==> src/rtl/fb_pkg.sv <==
// Frame-buffer types, default palette and default 640x480 timing, shared with the PRU.
package fb_pkg;

  typedef logic [1:0]  color_idx_t;
  typedef logic [11:0] rgb12_t;
  typedef logic [9:0]  fb_x_t;
  typedef logic [8:0]  fb_y_t;

  typedef enum logic {StIdle, StScan} scan_state_t;

  localparam rgb12_t PAL_DEF0 = 12'h000;
  localparam rgb12_t PAL_DEF1 = 12'hFFF;
  localparam rgb12_t PAL_DEF2 = 12'hF00;
  localparam rgb12_t PAL_DEF3 = 12'h00F;

  localparam int unsigned H_ACTIVE_DEF = 640;
  localparam int unsigned H_FP_DEF     = 16;
  localparam int unsigned H_SYNC_DEF   = 96;
  localparam int unsigned H_BP_DEF     = 48;
  localparam int unsigned V_ACTIVE_DEF = 480;
  localparam int unsigned V_FP_DEF     = 10;
  localparam int unsigned V_SYNC_DEF   = 2;
  localparam int unsigned V_BP_DEF     = 33;

endpackage

==> src/rtl/scan_timing.sv <==
// Raster h/v counters with undelayed de/hs/vs (active-high), vblank and frame-start pulse.
module scan_timing
  import fb_pkg::*;
#(
  parameter int unsigned H_ACTIVE = H_ACTIVE_DEF,
  parameter int unsigned H_FP     = H_FP_DEF,
  parameter int unsigned H_SYNC   = H_SYNC_DEF,
  parameter int unsigned H_BP     = H_BP_DEF,
  parameter int unsigned V_ACTIVE = V_ACTIVE_DEF,
  parameter int unsigned V_FP     = V_FP_DEF,
  parameter int unsigned V_SYNC   = V_SYNC_DEF,
  parameter int unsigned V_BP     = V_BP_DEF
) (
  input  logic       clk,
  input  logic       rst,
  input  logic       pix_ce,
  input  logic       enable,
  output logic [9:0] h,
  output logic [9:0] v,
  output logic       de,
  output logic       hs,
  output logic       vs,
  output logic       vblank,
  output logic       frame_start
);

  localparam int unsigned H_TOTAL = H_ACTIVE + H_FP + H_SYNC + H_BP;
  localparam int unsigned V_TOTAL = V_ACTIVE + V_FP + V_SYNC + V_BP;

  localparam logic [9:0] H_LAST = 10'(H_TOTAL - 1);
  localparam logic [9:0] V_LAST = 10'(V_TOTAL - 1);
  localparam logic [9:0] H_ACT  = 10'(H_ACTIVE);
  localparam logic [9:0] V_ACT  = 10'(V_ACTIVE);
  localparam logic [9:0] HS_BEG = 10'(H_ACTIVE + H_FP);
  localparam logic [9:0] HS_END = 10'(H_ACTIVE + H_FP + H_SYNC);
  localparam logic [9:0] VS_BEG = 10'(V_ACTIVE + V_FP);
  localparam logic [9:0] VS_END = 10'(V_ACTIVE + V_FP + V_SYNC);

  scan_state_t state_q, state_d;
  logic [9:0]  h_q, h_d, v_q, v_d;
  logic        fs_q, fs_d;
  logic        scanning;

  always_ff @(posedge clk) begin
    if (rst) begin
      state_q <= StIdle;
      h_q     <= '0;
      v_q     <= '0;
      fs_q    <= 1'b0;
    end else begin
      state_q <= state_d;
      h_q     <= h_d;
      v_q     <= v_d;
      fs_q    <= fs_d;
    end
  end

  // The idle->scan tick enters (0,0) without consuming it, so the pulse precedes the first read.
  always_comb begin
    state_d = state_q;
    h_d     = h_q;
    v_d     = v_q;
    fs_d    = 1'b0;
    if (pix_ce) begin
      if (!enable) begin
        state_d = StIdle;
        h_d     = '0;
        v_d     = '0;
      end else begin
        case (state_q)
          StIdle: begin
            state_d = StScan;
            h_d     = '0;
            v_d     = '0;
            fs_d    = 1'b1;
          end
          StScan: begin
            if (h_q == H_LAST) begin
              h_d = '0;
              if (v_q == V_LAST) begin
                v_d  = '0;
                fs_d = 1'b1;
              end else begin
                v_d = v_q + 10'd1;
              end
            end else begin
              h_d = h_q + 10'd1;
            end
          end
          default: state_d = StIdle;
        endcase
      end
    end
  end

  assign scanning    = (state_q == StScan);
  assign h           = h_q;
  assign v           = v_q;
  assign de          = scanning && (h_q < H_ACT) && (v_q < V_ACT);
  assign hs          = scanning && (h_q >= HS_BEG) && (h_q < HS_END);
  assign vs          = scanning && (v_q >= VS_BEG) && (v_q < VS_END);
  assign vblank      = (v_q >= V_ACT);
  assign frame_start = fs_q;

endmodule

==> src/rtl/fb_scanout.sv <==
// Frame-buffer scanout: read strobe, 2-stage index->palette pipeline and VGA outputs.
// FB_SCANOUT_SCALE2X_EN selects line/pixel-doubled addressing of a 320x240 source.
module fb_scanout
  import fb_pkg::*;
#(
  parameter int unsigned H_ACTIVE = H_ACTIVE_DEF,
  parameter int unsigned H_FP     = H_FP_DEF,
  parameter int unsigned H_SYNC   = H_SYNC_DEF,
  parameter int unsigned H_BP     = H_BP_DEF,
  parameter int unsigned V_ACTIVE = V_ACTIVE_DEF,
  parameter int unsigned V_FP     = V_FP_DEF,
  parameter int unsigned V_SYNC   = V_SYNC_DEF,
  parameter int unsigned V_BP     = V_BP_DEF,
  parameter bit          HS_POL   = 1'b0,
  parameter bit          VS_POL   = 1'b0
) (
  input  logic       clk,
  input  logic       rst,
  input  logic       pix_ce,
  input  logic       enable,
  output logic       fb_rd_en,
  output fb_x_t      fb_rd_x,
  output fb_y_t      fb_rd_y,
  input  color_idx_t fb_rd_data,
  input  logic       pal_wr_en,
  input  color_idx_t pal_wr_idx,
  input  rgb12_t     pal_wr_rgb,
  output logic [3:0] vga_r,
  output logic [3:0] vga_g,
  output logic [3:0] vga_b,
  output logic       vga_hs,
  output logic       vga_vs,
  output logic       vga_de,
  output logic       vblank,
  output logic       frame_start
);

  logic [9:0] h, v;
  logic       de0, hs0, vs0;

  scan_timing #(
    .H_ACTIVE (H_ACTIVE),
    .H_FP     (H_FP),
    .H_SYNC   (H_SYNC),
    .H_BP     (H_BP),
    .V_ACTIVE (V_ACTIVE),
    .V_FP     (V_FP),
    .V_SYNC   (V_SYNC),
    .V_BP     (V_BP)
  ) u_timing (
    .clk         (clk),
    .rst         (rst),
    .pix_ce      (pix_ce),
    .enable      (enable),
    .h           (h),
    .v           (v),
    .de          (de0),
    .hs          (hs0),
    .vs          (vs0),
    .vblank      (vblank),
    .frame_start (frame_start)
  );

`ifdef FB_SCANOUT_SCALE2X_EN
  // Odd pixels skip the read; the memory keeps presenting the even pixel's index.
  assign fb_rd_en = pix_ce & enable & de0 & ~h[0];
  assign fb_rd_x  = fb_x_t'(h >> 1);
  assign fb_rd_y  = fb_y_t'(v >> 1);
`else
  assign fb_rd_en = pix_ce & enable & de0;
  assign fb_rd_x  = fb_x_t'(h);
  assign fb_rd_y  = fb_y_t'(v);
`endif

  // Stage 1 is the memory's own output register; only the timing flags are delayed here.
  logic   de1_q, hs1_q, vs1_q;
  logic   de2_q, hs2_q, vs2_q;
  rgb12_t rgb_q;
  rgb12_t pal_q [4];

  always_ff @(posedge clk) begin
    if (rst) begin
      de1_q <= 1'b0;
      hs1_q <= 1'b0;
      vs1_q <= 1'b0;
      de2_q <= 1'b0;
      hs2_q <= 1'b0;
      vs2_q <= 1'b0;
      rgb_q <= '0;
    end else if (pix_ce) begin
      if (!enable) begin
        de1_q <= 1'b0;
        hs1_q <= 1'b0;
        vs1_q <= 1'b0;
        de2_q <= 1'b0;
        hs2_q <= 1'b0;
        vs2_q <= 1'b0;
        rgb_q <= '0;
      end else begin
        de1_q <= de0;
        hs1_q <= hs0;
        vs1_q <= vs0;
        de2_q <= de1_q;
        hs2_q <= hs1_q;
        vs2_q <= vs1_q;
        rgb_q <= de1_q ? pal_q[fb_rd_data] : '0;
      end
    end
  end

  always_ff @(posedge clk) begin
    if (rst) begin
      pal_q[0] <= PAL_DEF0;
      pal_q[1] <= PAL_DEF1;
      pal_q[2] <= PAL_DEF2;
      pal_q[3] <= PAL_DEF3;
    end else if (pal_wr_en) begin
      pal_q[pal_wr_idx] <= pal_wr_rgb;
    end
  end

  assign {vga_r, vga_g, vga_b} = rgb_q;
  assign vga_de = de2_q;
  assign vga_hs = hs2_q ? HS_POL : ~HS_POL;
  assign vga_vs = vs2_q ? VS_POL : ~VS_POL;

endmodule

==> config.mk <==
export PLATFORM = sky130hd
export DESIGN_NAME = fb_scanout
export DESIGN_NICKNAME = d
export VERILOG_FILES = /design/src/rtl/fb_pkg.sv /design/src/rtl/scan_timing.sv /design/src/rtl/fb_scanout.sv
export SDC_FILE = /design/constraint.sdc
export NUM_CORES = 1
export LEC_CHECK = 0
export ABC_AREA = 0
export CORE_MARGIN = 4
export CORE_UTILIZATION = 54
export CTS_CLUSTER_SIZE = 8
export DETAILED_ROUTE_END_ITERATION = 10
export PLACE_DENSITY = 0.89
export RECOVER_POWER = 50
export SLEW_MARGIN = 30
export SYNTH_ARGS = -nofsm -noshare
export SYNTH_HDL_FRONTEND = slang
export SYNTH_SLANG_ARGS = --single-unit
==> constraint.sdc <==
create_clock -name clk -period 2.8 [get_ports clk]
set_clock_uncertainty 0.05 [all_clocks]
set_input_delay 0.84 -clock clk [delete_from_list [all_inputs] [get_ports clk]]
set_output_delay 0.84 -clock clk [all_outputs]
set_load 0.01 [all_outputs]
## Word-level counts from Yosys, hierarchy flattened

Memory sizes are Yosys's and may differ from the RTL's.
Cells that the tools add are included.

- Add/subtract/negate cells: 2
- Multiply operators: 0
- Div/mod/pow operators: 0
- Order comparisons: 7
- Eq/ne operators: 3
- Shifts and indexed selects: 0
- Mux-type cells: 29
- Bitwise gates (word level): 5
- Reduce and logical (&&, ||, !) cells: 9

Operators with widths:

| kind | count |
|---|---|
| $mux 10 | 5 |
| $pmux 10 s2 | 2 |
| $mux 12 | 3 |
| $add 10x1->10 const B | 2 |
| $eq 10x10->1 const B | 2 |
| $ge 10x9->1 const B | 2 |
| $lt 10x10->1 const B | 2 |
| $lt 10x9->1 const B | 2 |
| $mux 1 | 17 |
| $reduce_or 12->1 | 1 |
| $ge 10x10->1 const B | 1 |
| $logic_and 1x1->1 | 6 |
| $ne 3x3->1 const B | 1 |
| $not 1->1 | 3 |
| $reduce_or 3->1 | 1 |
| $and 1x1->1 | 2 |
| $mux 2 | 1 |
| $pmux 1 s2 | 1 |
| $reduce_and 2->1 | 1 |

- Flip-flop bits (word level): 40
- Bits in latches: 0
- Memory bits (writable): 48
- Bits in read-only memories: 0
- Bits of input ports: 21
- Output and inout bits: 37
- Word-level logic and storage cells: 67
- Memories: 1

Memories:

| name | words | bits a word | read ports | clocked after Yosys merged registers in | wr ports | RTL line | text |
|---|---|---|---|---|---|---|---|
| pal_q | 4 | 12 | 1 | 0 | 4 | fb_scanout.sv:79 | `rgb12_t pal_q [4];` |

## Logic depth before layout (Yosys ltp)

Gate-level depths: netlist of the first run.

- Depth in word-level cells: 5
- Gate-level depth with buffers: 7

## Cells and area by module

A second synthesis of the first run with hierarchy kept.

- Cells, all modules: 323
- Area, all modules: 3,988.8 um2

By module, submodules not included:

| module | instances | cells each | area each (um2) | seq. area each (um2) |
|---|---|---|---|---|
| fb_scanout | 1 | 179 | 2,730.1 | 1,801.7 |
| scan_timing | 1 | 144 | 1,258.7 | 440.4 |

## Worst setup path after synthesis of the first run

No wires, ideal clock.

- Kind: in2out
- Start: input port pix_ce
- End: output port fb_rd_en
- Arrival: 1.648 ns
- Setup slack: 0.262 ns
- Cell stages on the path: 4
- Buffers on the path: 2
- Path through: clkbuf_1 and3_1 clkbuf_1 and3_1

- Word-level cells in the longest chain between the ends: 2

RTL lines:

| element | RTL line | text |
|---|---|---|
| from (decl) | fb_scanout.sv:19 | `input logic pix_ce,` |
| $and 1x1->1 (2 in a row) | fb_scanout.sv:70 | `assign fb_rd_en = pix_ce & enable & de0;` |
| to (decl) | fb_scanout.sv:21 | `output logic fb_rd_en,` |

No other way between the ends.

## Worst setup path in the final report of the first run

- Start: input port pix_ce
- End: register u_timing.v_q[8], in the netlist u_timing.v[8]

- Word-level cells in the longest chain between the ends: 1

RTL lines:

| element | RTL line | text |
|---|---|---|
| $reduce_and 2->1 (no source line) | -- |  |
| to (signal assigned) | scan_timing.sv:53 | `v_q <= v_d;` |
| to (decl) | scan_timing.sv:40 | `logic [9:0] h_q, h_d, v_q, v_d;` |

No other way between the ends.
A chain may end at the register's enable or synchronous reset.

==> flow_summary.toml, run 1 <==
[synthesis]
synth_area_um2 = 3980
synth_seq_cells = 88
ys_types = 48
netlist_top_cells_area = "edfxtp_1 (36%), dfxtp_1 (20%), mux4_2 (6.8%)"
postSynthAreaPerCell_um2 = 11.6
async_flop_share = 0
seq_area_frac_synth = 0.563
synth_top_area_cell = "edfxtp_1"
synth-edff-count = 48
syn-num-nets = 367
yosysWarnings = 0
post-synth-top-count-cell = "edfxtp_1"
postSynthCellCount = 342
synth_flop_cell = "edfxtp_1"
yosys-top-cells-count = "edfxtp_1 (48), dfxtp_1 (40), and2_1 (31), nor2_1 (27), nand2b_1 (23)"
synth_top_cell_area_share = 0.362

[route]
vias = 2838
via_per_inst = 5.64
antenna_left = 0
finalWirelength_um = 8170
remaining_drc_errors = 0
wire_per_inst_um = 16.3
drt_iter0_markers = 135
drt_pass1_iterations = 4

[power_and_ir_drop]
p_seq_frac = 0.574
p_clk_frac = 0.352
p_int_uw = 1930
switching_power_uw = 571
power_density_nw_per_um2 = 518
combPwrFrac = 0.075
power_uw = 2500
peakVddDrop_mv = 0.365
netSwitchingFraction = 0.228
leakagePower_uw = 0.00158

[placement]
gp_congestion = 0.897
dp_slack_ns = -0.257
dp_hpwl_um = 5920
port_buffers = 57

[worst_hold_path]
worstHoldStart = "hs2_q"
hold_end = "hs2_q"
whs_path_depth = 2
min_path_type = "register to register"

[clocking]
clkTransAtPathRegs_ns = 0.09
cts_sinks = 88
cts_buffer_depth = 2
cts_root_buffer = "clkbuf_8"
cts_setup_buffers = 0
tritoncts = "yes"
cts_buffers = 9
worstSkewPairLatency_ns = 0.35
htreeDepth = 3

[setup_path]
slowest_delay_ns = 0.49
rr_worst_depth = 6
crit_required_ns = 3.01
cp_top_family = "buffers and inverters"
crit_path_start = "pix_ce"
path_cells = "clkdlybuf4s50_1, buf_6, inv_1, o41a_1, buf_4, or3_1, a221oi_1"
critPathBufInv = 4
rr_startpoint = "u_timing.h[0]"
crit_slowest_cell = "clkdlybuf4s50_1"
worstSetupPathType = "input port to register"
worst_setup_path_start_kind = "input port"
regToRegSetupSlack_ns = 0.55
endpoint_kind = "register"
arrival_ns = 2.89
r2r-end = "u_timing.v[8]"
critPathMaxFanout = 19

[timing]
worstMarginPinSlew_ns = 0.876
max_freq_mhz = 373
setup_tns_ns = 0
rsz0062_at_grt = "no"
setup_ws_ns = 0.120
drv_slew = 0
setup_viol = 0
slew_headroom = 0.416
finalCriticalPeriod_ns = 2.68
final.period_utilization = 0.957
hold_viol = 0

[status]
outcome = "finished, final reports clean"

[grt]
antenna_found_initial = 0
overflow = 0
grt_pass1_vias = 2794
grt_pass1_wl_um = 13200
track_usage = 0.196
grt_start_max_net_pins = 22

[final_layout]
regArea_um2 = 2240
nets = 424
drive_gt1_frac = 0.111
multi_input_area_um2 = 1550
area_growth_pct = 21.2
diodes = 0
fillCellCount = 544

[die]
die_h_um = 93.9
ioPinCount = 58
die-area_um2 = 8810
core-area_um2 = 7210
start_util = 0.552
num_rows = 31
die_x_um = 93.9

[job]
drv_cap = 0
## logic make-up after synthesis
logic type | after synthesis | share of synthesized area
buf+inv | 39 | 0.0484
xor+xnor | 8 | 0.0176
simple gates | 143 | 0.202
flops | 88 | 0.563
mux | 12 | 0.0679
fa+ha+maj | 4 | 0.0126
compound gates | 48 | 0.0886
## area by class of cell
class                           count  area share
Sequential cell                    88       0.464
Multi-Input combinational cell    215       0.320
Timing Repair Buffer               74       0.139
Clock buffer                        9      0.0257
Tap cell                           99      0.0257
Clock inverter                      7      0.0161
Inverter                           11     0.00855
## timing repair
item,CTS,global route
hold buffers,0,0
setup endpoints to repair,1,2
gates resized for setup,1,3
## how the worst max path moves through the flow
stage / endpoint / cells after the start
floorplan: fb_rd_en / 4
global placement: fb_rd_en / 4
detailed placement: u_timing.v[8] / 7
CTS: fb_rd_en / 4
global route: vblank / 4
finish: u_timing.v[8] / 7
## cells in the final DEF, fill, tap and decap left out, types with 9 or more instances in the layout
| cell type | count |
|---|---|
| mux4_2 | 12 |
| nor2_1 | 27 |
| clkbuf_8 | 9 |
| and2_0 | 23 |
| edfxtp_1 | 48 |
| clkdlybuf4s50_1 | 53 |
| nand2_1 | 16 |
| dfxtp_1 | 40 |
| inv_1 | 11 |
| buf_4 | 9 |
| a22oi_1 | 14 |
| nand2b_1 | 23 |
## power groups by stage
stage / combinational (µW) / clock [µW] / sequential (µW)
global placement: 187 / 0 / 1460
global route: 200 / 944 / 1440
finish: 186 / 879 / 1430
detailed placement: 194 / 0 / 1460
CTS: 194 / 896 / 1430
floorplan: 111 / 0 / 1460
## metrics by stage
step,cell area [µm²],hold slack (ns),std cells,util
after detailed placement,4660,0.406,487,0.647
final,4830,0.425,503,0.669
after global placement,4660,0.400,487,0.647
after CTS,4860,0.419,503,0.674
after global routing,4830,0.438,503,0.669
after floorplan,3980,0.391,342,-
## worst register-to-register path: stages, from the launching register on
cell      delay, ns
dfxtp_1        0.44
ha_1           0.25
nand4b_1       0.14
o41a_1         0.47
buf_4          0.20
or3_1          0.35
a221oi_1       0.26
## sequential cells by signal, summed over array words and instances, names as in the netlist
signal / count
u_timing.h: 10
vga_de: 1
hs2_q: 1
vs1_q: 1
u_timing.frame_start: 1
vs2_q: 1
hs1_q: 1
rgb_q: 12
pal_q: 48
u_timing.v: 10
u_timing.scanning: 1
de1_q: 1
## routing by layer
metal,global-route usage,part of all wire
met5,0,0
met4,0.0734,0.014
met3,0.0465,0.057
met2,0.339,0.52
met1,0.236,0.41
No activity file was read; power rests on OpenSTA's default activity.
==> inputs of run 2 (changes only) <==
--- a/config.mk
+++ b/config.mk
@@ -7,10 +7,10 @@
 export LEC_CHECK = 0
 export ABC_AREA = 0
 export CORE_MARGIN = 4
-export CORE_UTILIZATION = 54
+export CORE_UTILIZATION = 58
 export CTS_CLUSTER_SIZE = 8
 export DETAILED_ROUTE_END_ITERATION = 10
-export PLACE_DENSITY = 0.89
+export PLACE_DENSITY = 0.94
 export RECOVER_POWER = 50
 export SLEW_MARGIN = 30
 export SYNTH_ARGS = -nofsm -noshare
==> constraint.sdc (replaced) <==
create_clock -name clk -period 3.2 [get_ports clk]
set_clock_uncertainty 0.05 [all_clocks]
set_input_delay 0.96 -clock clk [delete_from_list [all_inputs] [get_ports clk]]
set_output_delay 0.96 -clock clk [all_outputs]
set_load 0.01 [all_outputs]
==> run 2 against run 1 <==
Total power fell by 7.0%; sequential cell count did not move; global-route usage rose by 1.5 points; critical endpoint is now fb_rd_en; routed wire length rose by 3.7%; via count rose by 0.99%; hold slack improved by 0.0030 ns.
==> flow_summary.toml, run 2 (synthesis results as in run 1) <==
[worst_hold_path]
whs_path_depth = 2
worstHoldStart = "vs2_q"
hold_end = "vs2_q"
min_path_type = "register to register"

[final_layout]
area_growth_pct = 20.9
nets = 420
top_register = "pal_q"
layout_common_cells = "edfxtp_1 (48), clkdlybuf4s50_1 (42), dfxtp_1 (40), nor2_1 (27), nand2b_1 (23)"
stdcell_count = 477
drive_gt1_frac = 0.103
reg_top3 = "pal_q (48), rgb_q (12)"
diodes = 0
largest_reg_flops = 48
fillCellCount = 438
final_common_cell = "edfxtp_1"

[status]
outcome = "finished, final reports clean"

[setup_path]
arrival_ns = 2.03
rr_startpoint = "u_timing.h[0]"
critPathBufInv = 2
slowest_delay_ns = 0.48
regToRegSetupSlack_ns = 0.82
crit_top_cell = "and3_1"
critPathMaxFanout = 2
worst_setup_path_start_kind = "input port"
r2r-end = "u_timing.v[8]"
path_cells = "clkdlybuf4s50_1, and3_1, and3_1, dlygate4sd2_1"
crit_slowest_cell = "clkdlybuf4s50_1"
cp_top_family = "buffers and inverters"
endpoint_kind = "output pin"
worstSetupPathType = "input port to output pin"
rr_worst_depth = 6
crit_required_ns = 2.19

[power_and_ir_drop]
power_density_nw_per_um2 = 482
switching_power_uw = 485
p_clk_frac = 0.390
combPwrFrac = 0.069
netSwitchingFraction = 0.209
p_int_uw = 1840
leakagePower_uw = 0.00163
p_seq_frac = 0.541
peakVddDrop_mv = 0.404

[route]
via_per_inst = 6.01
finalWirelength_um = 8470
antenna_left = 0
vias = 2866
drt_pass1_iterations = 4
drt_iter0_markers = 172
wire_per_inst_um = 17.8
remaining_drc_errors = 0

[placement]
gp_congestion = 0.785
port_buffers = 57
dp_hpwl_um = 5920
dp_slack_ns = -0.107
dp.cells = 461

[timing]
worstMarginPinSlew_ns = 1.07
max_freq_mhz = 329
hold_viol = 0
final.period_utilization = 0.951
finalCriticalPeriod_ns = 3.04
rsz0062_at_grt = "no"
setup_viol = 0
slew_headroom = 0.289
whs_ns = 0.428
drv_slew = 0
setup_ws_ns = 0.158

[clocking]
cts_sinks = 88
htreeDepth = 3
worstSkewPairLatency_ns = 0.35
cts_buffers = 9
tritoncts = "yes"
clkTransAtPathRegs_ns = 0.08
cts_buffer_depth = 2
cts_setup_buffers = 0
cts_root_buffer = "clkbuf_8"
holdBufCountCts = 0

[grt]
grt_pass1_wl_um = 13500
track_usage = 0.210
grt_pass1_vias = 2769
overflow = 0
grt_start_max_net_pins = 40
antenna_found_initial = 0

[die]
die_x_um = 90.9
die-area_um2 = 8250
die_h_um = 90.9
num_rows = 29
start_util = 0.613
ioPinCount = 58
core-area_um2 = 6490

[job]
drv_cap = 0
run 2: what timing repair did:
action / 4_1_cts / 5_1_grt
setup endpoints to repair: 1 / 0
hold endpoints to repair: 0 / 0
gates resized for setup: 1 / 0
run 2: metrics by stage:
step / instance area, µm² / utilization / TNS, ns / total power (µW)
floorplan: 3980 / - / 0 / 1370
global placement: 4590 / 0.707 / -0.0805 / 1430
detailed placement: 4590 / 0.707 / -0.172 / 1450
CTS: 4840 / 0.745 / 0 / 2340
global route: 4810 / 0.741 / 0 / 2410
finish: 4810 / 0.741 / 0 / 2320
run 2: area by class of cell:
class / count / area, µm² / area share
Timing Repair Buffer: 70 / 646 / 0.134
Multi-Input combinational cell: 215 / 1550 / 0.321
Clock inverter: 7 / 119 / 0.0247
Inverter: 11 / 41.3 / 0.00858
Sequential cell: 88 / 2240 / 0.466
Tap cell: 77 / 96.3 / 0.0200
Clock buffer: 9 / 124 / 0.0257
run 2: per-layer routing:
| layer | global-route usage | vias to the layer above | wire, µm |
|---|---|---|---|
| met4 | 0.0603 | 0 | 116 |
| met1 | 0.247 | 1408 | 3380 |
| li1 | - | 1338 | - |
| met3 | 0.0583 | 10 | 524 |
| met2 | 0.376 | 110 | 4450 |
| met5 | 0 | - | 0 |
run 2: worst min-delay path: stages, from the launching register on:
cell	delay, ns
dfxtp_1	0.33
nand2_1	0.06
a21oi_1	0.05
run 2: power by group through the flow:
stage	combinational (µW)	clock (µW)	sequential, µW
floorplan	97.1	0	1270
global placement	158	0	1280
detailed placement	163	0	1280
CTS	164	918	1260
global route	173	973	1260
finish	160	906	1260
run 2: how the worst max path moves through the flow:
| stage | cells after the start | endpoint | start |
|---|---|---|---|
| floorplan | 4 | fb_rd_en | pix_ce |
| global placement | 4 | fb_rd_en | enable |
| detailed placement | 4 | fb_rd_en | enable |
| CTS | 4 | fb_rd_en | enable |
| global route | 5 | rgb_q[8] | fb_rd_data[0] |
| finish | 4 | fb_rd_en | enable |
==> inputs of run 3 (changes only) <==
--- a/config.mk
+++ b/config.mk
@@ -6,7 +6,6 @@
 export NUM_CORES = 1
 export LEC_CHECK = 0
 export ABC_AREA = 0
-export CORE_MARGIN = 4
 export CORE_UTILIZATION = 58
 export CTS_CLUSTER_SIZE = 8
 export DETAILED_ROUTE_END_ITERATION = 10
==> run 3 against run 2 <==
Sequential power barely moved; global-route usage rose by 3.4 points; largest cell class unchanged; the run now ends with design-rule violations left; critical path type unchanged; die area fell by 13%; hold slack got worse by 0.011 ns.
==> flow_summary.toml, run 3 (synthesis results as in run 1) <==
[worst_hold_path]
min_path_type = "register to register"
hold_end = "hs2_q"
whs_path_depth = 2
worstHoldStart = "hs2_q"

[status]
failed_checks = "design-rule violations"
outcome = "complete, but fails checks"

[die]
num_rows = 29
ioPinCount = 58
core-area_um2 = 6490
die-area_um2 = 7200
die_x_um = 84.9
die_h_um = 84.9
start_util = 0.613

[timing]
drv_slew = 0
setup_tns_ns = 0
setup_viol = 0
finalCriticalPeriod_ns = 3.05
worstMarginPinSlew_ns = 0.931
final.period_utilization = 0.952
hold_viol = 0
max_freq_mhz = 328
slew_headroom = 0.379
rsz0062_at_grt = "no"

[clocking]
clkTransAtPathRegs_ns = 0.08
cts_resized = 1
cts_setup_buffers = 0
holdBufCountCts = 0
tritoncts = "yes"
cts_buffers = 9
cts_sinks = 88
htreeDepth = 3
worstSkewPairLatency_ns = 0.35
cts_buffer_depth = 2
cts_root_buffer = "clkbuf_8"

[placement]
gp_congestion = 0.855
port_buffers = 57
dp_hpwl_um = 5720

[route]
remaining_drc_errors = 7
drt_iter0_markers = 188
vias = 2813
antenna_left = 0
via_per_inst = 5.91
drt_pass1_iterations = 11
finalWirelength_um = 8090
wire_per_inst_um = 17.0

[power_and_ir_drop]
power_uw = 2150
power_density_nw_per_um2 = 453
peakVddDrop_mv = 0.318
leakagePower_uw = 0.00161

[setup_path]
rr_startpoint = "u_timing.h[0]"
crit_required_ns = 2.19
worstSetupPathType = "input port to output pin"
rr_worst_depth = 6
crit_top_cell = "and3_1"
slowest_delay_ns = 0.49
endpoint_kind = "output pin"
critPathMaxFanout = 2
crit_slowest_cell = "clkdlybuf4s50_1"
path_cells = "clkdlybuf4s50_1, and3_1, and3_1, dlygate4sd2_1"
r2r-end = "u_timing.v[5]"
worst_setup_path_start_kind = "input port"
regToRegSetupSlack_ns = 0.88
arrival_ns = 2.04

[job]
drv_cap = 0

[final_layout]
largest_reg_flops = 48
reg_top3 = "pal_q (48), rgb_q (12)"
top_register = "pal_q"
final_common_cell = "edfxtp_1"
diodes = 0
area_growth_pct = 19.4
nets = 419
layout_common_cells = "edfxtp_1 (48), dfxtp_1 (40), clkdlybuf4s50_1 (38), nor2_1 (27), nand2b_1 (23)"
drive_gt1_frac = 0.0952

[grt]
grt_start_max_net_pins = 35
track_usage = 0.244
overflow = 0
grt_pass1_wl_um = 13200
grt_pass1_vias = 2773
antenna_found_initial = 0
[run 3: changes by cell type in the layout (fill, tap and decap cells not counted), sizes merged]
cell and change:
inv -1, buf -1, bufinv -2, clkinvlp -2, clkbuf +2, clkinv +3, dlygate4sd3 +4, clkdlybuf4s50 -4
[run 3: cell type report]
cell class	instances	area (µm²)
clock inverters	5	57.6
repair buffers	69	637
flip-flops and latches	88	2240
multi-input cells	215	1550
well taps	77	96.3
fillers	453	1740
inverters	11	41.3
clock buffers	11	131
[run 3: metrics by stage]
stage | setup WS, ns | hold WS [ns] | util | instance area, µm² | instances
final | 0.155 | 0.417 | 0.732 | 4750 | 476
after global routing | 0.0879 | 0.433 | 0.732 | 4750 | 476
after CTS | 0.138 | 0.417 | 0.735 | 4770 | 476
after detailed placement | -0.126 | 0.405 | 0.706 | 4590 | 460
after global placement | -0.0774 | 0.400 | 0.706 | 4590 | 460
after floorplan | 0.422 | 0.391 | - | 3980 | 342
[run 3: worst max-delay path, delay by kind of cell]
| family | cells | cell delay, ns |
|---|---|---|
| and+or+nand+nor | 2 | 0.33 |
| buffers and inverters | 2 | 0.75 |
[run 3: worst max path at each step]
stage	startpoint	endpoint	slack [ns]	cells past startpoint
finish	pix_ce	fb_rd_en	0.15	4
global route	enable	fb_rd_en	0.09	4
CTS	pix_ce	fb_rd_en	0.14	4
detailed placement	pix_ce	fb_rd_en	-0.13	4
global placement	enable	fb_rd_en	-0.08	4
floorplan	pix_ce	fb_rd_en	0.42	4
[run 3: metal layers]
layer  vias to the layer above  share of wire  GRT usage
met5                         -              0          0
met2                       112           0.55      0.457
met4                         0          0.014     0.0647
met1                      1347           0.38      0.280
li1                       1344              -          -
met3                        10          0.060     0.0593
[run 3: power breakdown]
part | total [µW] | switching (µW) | internal [µW]
clock network | 737 | 375 | 362
logic | 158 | 81.3 | 76.6
registers | 1260 | 15.7 | 1240
total | 2150 | 472 | 1680
